### config.mk
export PLATFORM = sky130hd
export DESIGN_NAME = instruction_fetch
export DESIGN_NICKNAME = d
export VERILOG_FILES = /design/src/rtl/cpu_pkg.sv /design/src/rtl/instruction_fetch.sv
export SDC_FILE = /design/constraint.sdc
export NUM_CORES = 1
export LEC_CHECK = 0
export BUFFER_PORTS_ARGS = -buffer_cell sky130_fd_sc_hd__buf_2
export CAP_MARGIN = 10
export CORE_MARGIN = 2
export CORE_UTILIZATION = 25
export CTS_CLUSTER_SIZE = 16
export DETAILED_ROUTE_END_ITERATION = 16
export PLACE_DENSITY = 0.49
export SLEW_MARGIN = 25
export SYNTH_ARGS = -nofsm -noshare
export SYNTH_HDL_FRONTEND = slang
export SYNTH_SLANG_ARGS = --single-unit
### constraint.sdc
create_clock -name clk -period 4.7 [get_ports clk]
set_clock_uncertainty 0.1 [all_clocks]
set_input_delay 0.705 -clock clk [delete_from_list [all_inputs] [get_ports clk]]
set_output_delay 0.705 -clock clk [all_outputs]
set_load 0.1 [all_outputs]
### src/rtl/cpu_pkg.sv
// Shared CPU definitions: fetch-state encoding and default word geometry.
package cpu_pkg;

   localparam int DATA_W_DEF  = 16;
   localparam int IMM_BIT_DEF = 15;

   typedef enum logic [1:0] {
      ST_IDLE      = 2'd0,
      ST_FETCH_OP  = 2'd1,
      ST_FETCH_IMM = 2'd2,
      ST_HOLD      = 2'd3
   } fetch_state_t;

endpackage

### src/rtl/instruction_fetch.sv
// Instruction fetch: reads one- or two-word instructions at pc_in and holds them until the decoder accepts.
// Valid 1 cycle after FETCH_OP with a zero-wait memory (2 for two-word); ir_ready low holds HOLD indefinitely.
module instruction_fetch
   import cpu_pkg::*;
#(
   parameter int DATA_W  = DATA_W_DEF,
   parameter int IMM_BIT = IMM_BIT_DEF
) (
   input  logic              clk,
   input  logic              r,
   input  logic [DATA_W-1:0] pc_in,
   output logic              pc_oe,
   output logic              pc_e,
   output logic              mem_req,
   output logic [DATA_W-1:0] mem_addr,
   input  logic              mem_ack,
   input  logic [DATA_W-1:0] mem_data,
   input  logic              flush,
   output logic [DATA_W-1:0] ir_out,
   output logic [DATA_W-1:0] imm_out,
   output logic              ir_valid,
   input  logic              ir_ready
);

   fetch_state_t state, state_nxt;
   logic         ld_ir;
   logic         ld_imm;

   always_ff @(posedge clk) begin
      if (r) begin
         state   <= ST_IDLE;
         ir_out  <= '0;
         imm_out <= '0;
      end else begin
         state <= state_nxt;
         if (ld_ir) begin
            ir_out  <= mem_data;
            imm_out <= '0;
         end
         if (ld_imm) begin
            imm_out <= mem_data;
         end
      end
   end

   // A word is consumed only when acked without a concurrent flush or reset.
   always_comb begin
      state_nxt = state;
      pc_oe     = 1'b0;
      pc_e      = 1'b0;
      mem_req   = 1'b0;
      mem_addr  = '0;
      ir_valid  = 1'b0;
      ld_ir     = 1'b0;
      ld_imm    = 1'b0;
      case (state)
         ST_IDLE: begin
            state_nxt = ST_FETCH_OP;
         end
         ST_FETCH_OP: begin
            mem_req  = 1'b1;
            pc_oe    = 1'b1;
            mem_addr = pc_in;
            if (flush) begin
               state_nxt = ST_FETCH_OP;
            end else if (mem_ack) begin
               pc_e      = ~r;
               ld_ir     = 1'b1;
               state_nxt = mem_data[IMM_BIT] ? ST_FETCH_IMM : ST_HOLD;
            end
         end
         ST_FETCH_IMM: begin
            mem_req  = 1'b1;
            pc_oe    = 1'b1;
            mem_addr = pc_in;
            if (flush) begin
               state_nxt = ST_FETCH_OP;
            end else if (mem_ack) begin
               pc_e      = ~r;
               ld_imm    = 1'b1;
               state_nxt = ST_HOLD;
            end
         end
         ST_HOLD: begin
            ir_valid = 1'b1;
            if (flush || ir_ready) begin
               state_nxt = ST_FETCH_OP;
            end
         end
         default: begin
            state_nxt = ST_IDLE;
         end
      endcase
   end

endmodule

==> impl_results.md <==
- Status: complete, no violations
- Final period util: 59.4%
- Sw Share: 43.1%
- Power per cell area: 381 nW/um^2
- Placed cell count: ~340
- Slowest-stage cell, CP: ha_1
- Antenna diode count: 0
- Clk pwr share: approximately 27%
- Peak Freq: approximately 0.36 GHz
- Cell variety after synth: 29
- Setup Total Neg Slack: 0 ns
- Synth Area in Simple Gates: 23.4%
- Core Region: 6240 sq um
- Routed WL: approximately 4200 um
- Compound-Gate Fraction of Synth Area: a little under a quarter
- Post-Synth Adder-Cell Area: 3.14%
- Die W: 83.8 um
- CP Class: flip-flop to primary output
- Setup slack after layout: 1.91 ns
- Crit path max fanout: 19
- Initial DRC count: 72
- DRC errors left: 0
- Worst-skew pair later-pin latency: about 0.28 ns
- Pre-CTS setup slack: about 2.1 ns
- Num ports: between 80 and 90
- Syn-to-layout area delta: 33.3%
- Startpoint types: flip-flop
- Die Y: 83.8 um
- Ys Warns: 0
- Post-route design area: 2120 sq um
- PortBufs: 88
- Worst setup EP type: primary output
- Period minus WS final: between 2 and 3 ns
- DRT antenna net count: 0
- Number of setup buffers added after CTS: 0
- Max-slew headroom: 41.4%
- RSZ-0062 raised after global routing: no
- Routed vias: 1,484
- Die area: 7020 sq um
- Crit-path max cell delay: 0.52 ns
- Max-capacitance violation count: 0
- #FFs+latches synth: 34
- Slew Viols, Final: 0
- Max Root-Sink Buffers: 2
- Rows: 29
- Hold Violations, Final: 0
- Max IR drop VDD: approximately 0.00015 V
- Post-Synth XOR/XNOR Area: 0%
- Fin Hold WS: around 0.35 ns
- CTS Sinks: 34
- P_sw: about 350 uW
- Nets@finish: approximately 310
- Hold buffers post-CTS: 0
- Mapped Cells: 185
- Largest net degree at the start of global routing: 36
- LEAKAGE: 0.956 nW
- Min-delay worst type: flip-flop to flip-flop
- Antenna violations before repair: 0
- CP top delay family: buffers and inverters
- Placed cell area: 2030 sq um
- Vias in the first global route: 1,421
- CTS resizes: 0
- R2R Setup Slk: 2.80 ns
- Register area share after synthesis: 42.8%
- WL/cell: 12.2 um
- Clk Tree Root Cell: clkbuf_8
- Register share of total power: 37.1%
- Worst-Margin Slew: slightly below 0.9 ns
- Setup violators final: 0
- Internal power: between 400 and 500 uW
- Synth Cell Area: roughly 1600 sq um
- CP Data Required Time: 3.89 ns
- First-pass GRT wire length: 6850 um
- GRT Residual Overflow: 0
- Crit path buf inv count: 2
- Clock slew at reported path FFs: 0.07 ns
- Worst-path cell chain: inv_1, ha_1, nor3_1, buf_2
- Estimated wirelength of the detail-placed design: 3010 um
- Non-Filler Instances: 344
- CTS tree: done
- DR pass1 iterations: 4
- Syn Area/Cell: about 8.6 sq um
- Routability Congestion: between 0.7 and 0.8
- Largest family of logic cells by synthesized area: compound AO/OA/AOI/OAI gates
- Post-synthesis net count: roughly 230
- Vias per Instance: 4.31
- Initial Util: 25.5%
- Htree depth: 2
- Share of cells above drive strength 1: 47.9%
- Post-synthesis mux area share: 0%
- Num CTS Buffers: 5
- Global Route Usage Sum: 12.1%
- Comb pwr share: 35.5%
- Crit path DAT: 1.99 ns
cells in the mapped netlist (all sizes together):
master	n	area share (%)
nor3	1	0.31
clkbuf	5	1.3
buf	9	4.9
a21o	1	0.47
nor2b	16	6.3
a211oi	1	0.47
nand2	48	13
nand3b	1	0.71
ha	4	3.1
nor2	3	0.87
a21oi	33	15
and3b	2	1.1
o21a	1	0.47
inv	4	0.94
a311oi	1	0.55
nand2b	2	1.3
dfxtp	34	43
o2111a	1	0.71
o21bai	1	0.47
o21ai	17	5.3
worst reg2reg max path: stages, from the launching register on:
cell	delay (ns)
dfxtp_1	0.34
inv_1	0.08
ha_1	0.27
and3b_1	0.76
nand2_1	0.13
a21oi_1	0.14
path summary, 6_finish.rpt:
| check | startpoint | endpoint | depth (start not counted) |
|---|---|---|---|
| worst max-delay path | state[0] | pc_e | 4 |
| worst min-delay path | ir_out[15] | ir_out[15] | 2 |
| worst max register to register | state[1] | ir_out[12] | 5 |
| worst min register to register | ir_out[15] | ir_out[15] | 2 |
layout by cell type, fill, tap and decap left out, types with 5 or more instances in the layout:
cell / count
dfxtp_1: 34
clkbuf_8: 6
nor2b_1: 16
o21ai_0: 12
nand2_2: 10
o21ai_1: 5
a21oi_1: 13
buf_2: 88
nand2_1: 38
a21oi_2: 20
cell families after synthesis:
group           count (synthesis)
buf+inv                        18
compound gates                 56
flops                          34
fa+ha+maj                       4
simple gates                   73
registers in the layout (all words and copies together) (netlist names):
| signal | cells |
|---|---|
| state | 2 |
| imm_out | 16 |
| ir_out | 16 |
routing by layer:
metal	track usage [%]	part of all wire, %	vias to the layer above
met1	15.0	47	662
met4	4.40	1.4	0
met5	0	0	-
met2	19.6	45	46
met3	3.76	6.5	8
li1	-	-	768
power groups by stage:
stage | Combinational [mW] | Sequential [mW] | Clock (mW)
finish | 0.287 | 0.300 | 0.222
global route | 0.301 | 0.301 | 0.241
CTS | 0.290 | 0.300 | 0.230
detailed placement | 0.289 | 0.306 | 0
global placement | 0.289 | 0.307 | 0
floorplan | 0.202 | 0.347 | 0
per-stage QoR:
stage	utilization [%]	total power [mW]
finish	34.0	0.808
global route	34.0	0.842
CTS	34.0	0.820
detailed placement	32.5	0.595
global placement	32.5	0.596
floorplan	-	0.549
cell type report:
cell class / instances / area [sq um]
clock buffers: 7 / 86.3
flip-flops and latches: 34 / 681
fillers: 724 / 4120
inverters: 4 / 15.0
repair buffers: 88 / 440
multi-input cells: 133 / 798
clock inverters: 1 / 5.00
well taps: 77 / 96.3
Note: power is estimated with default switching activity, not from simulation.
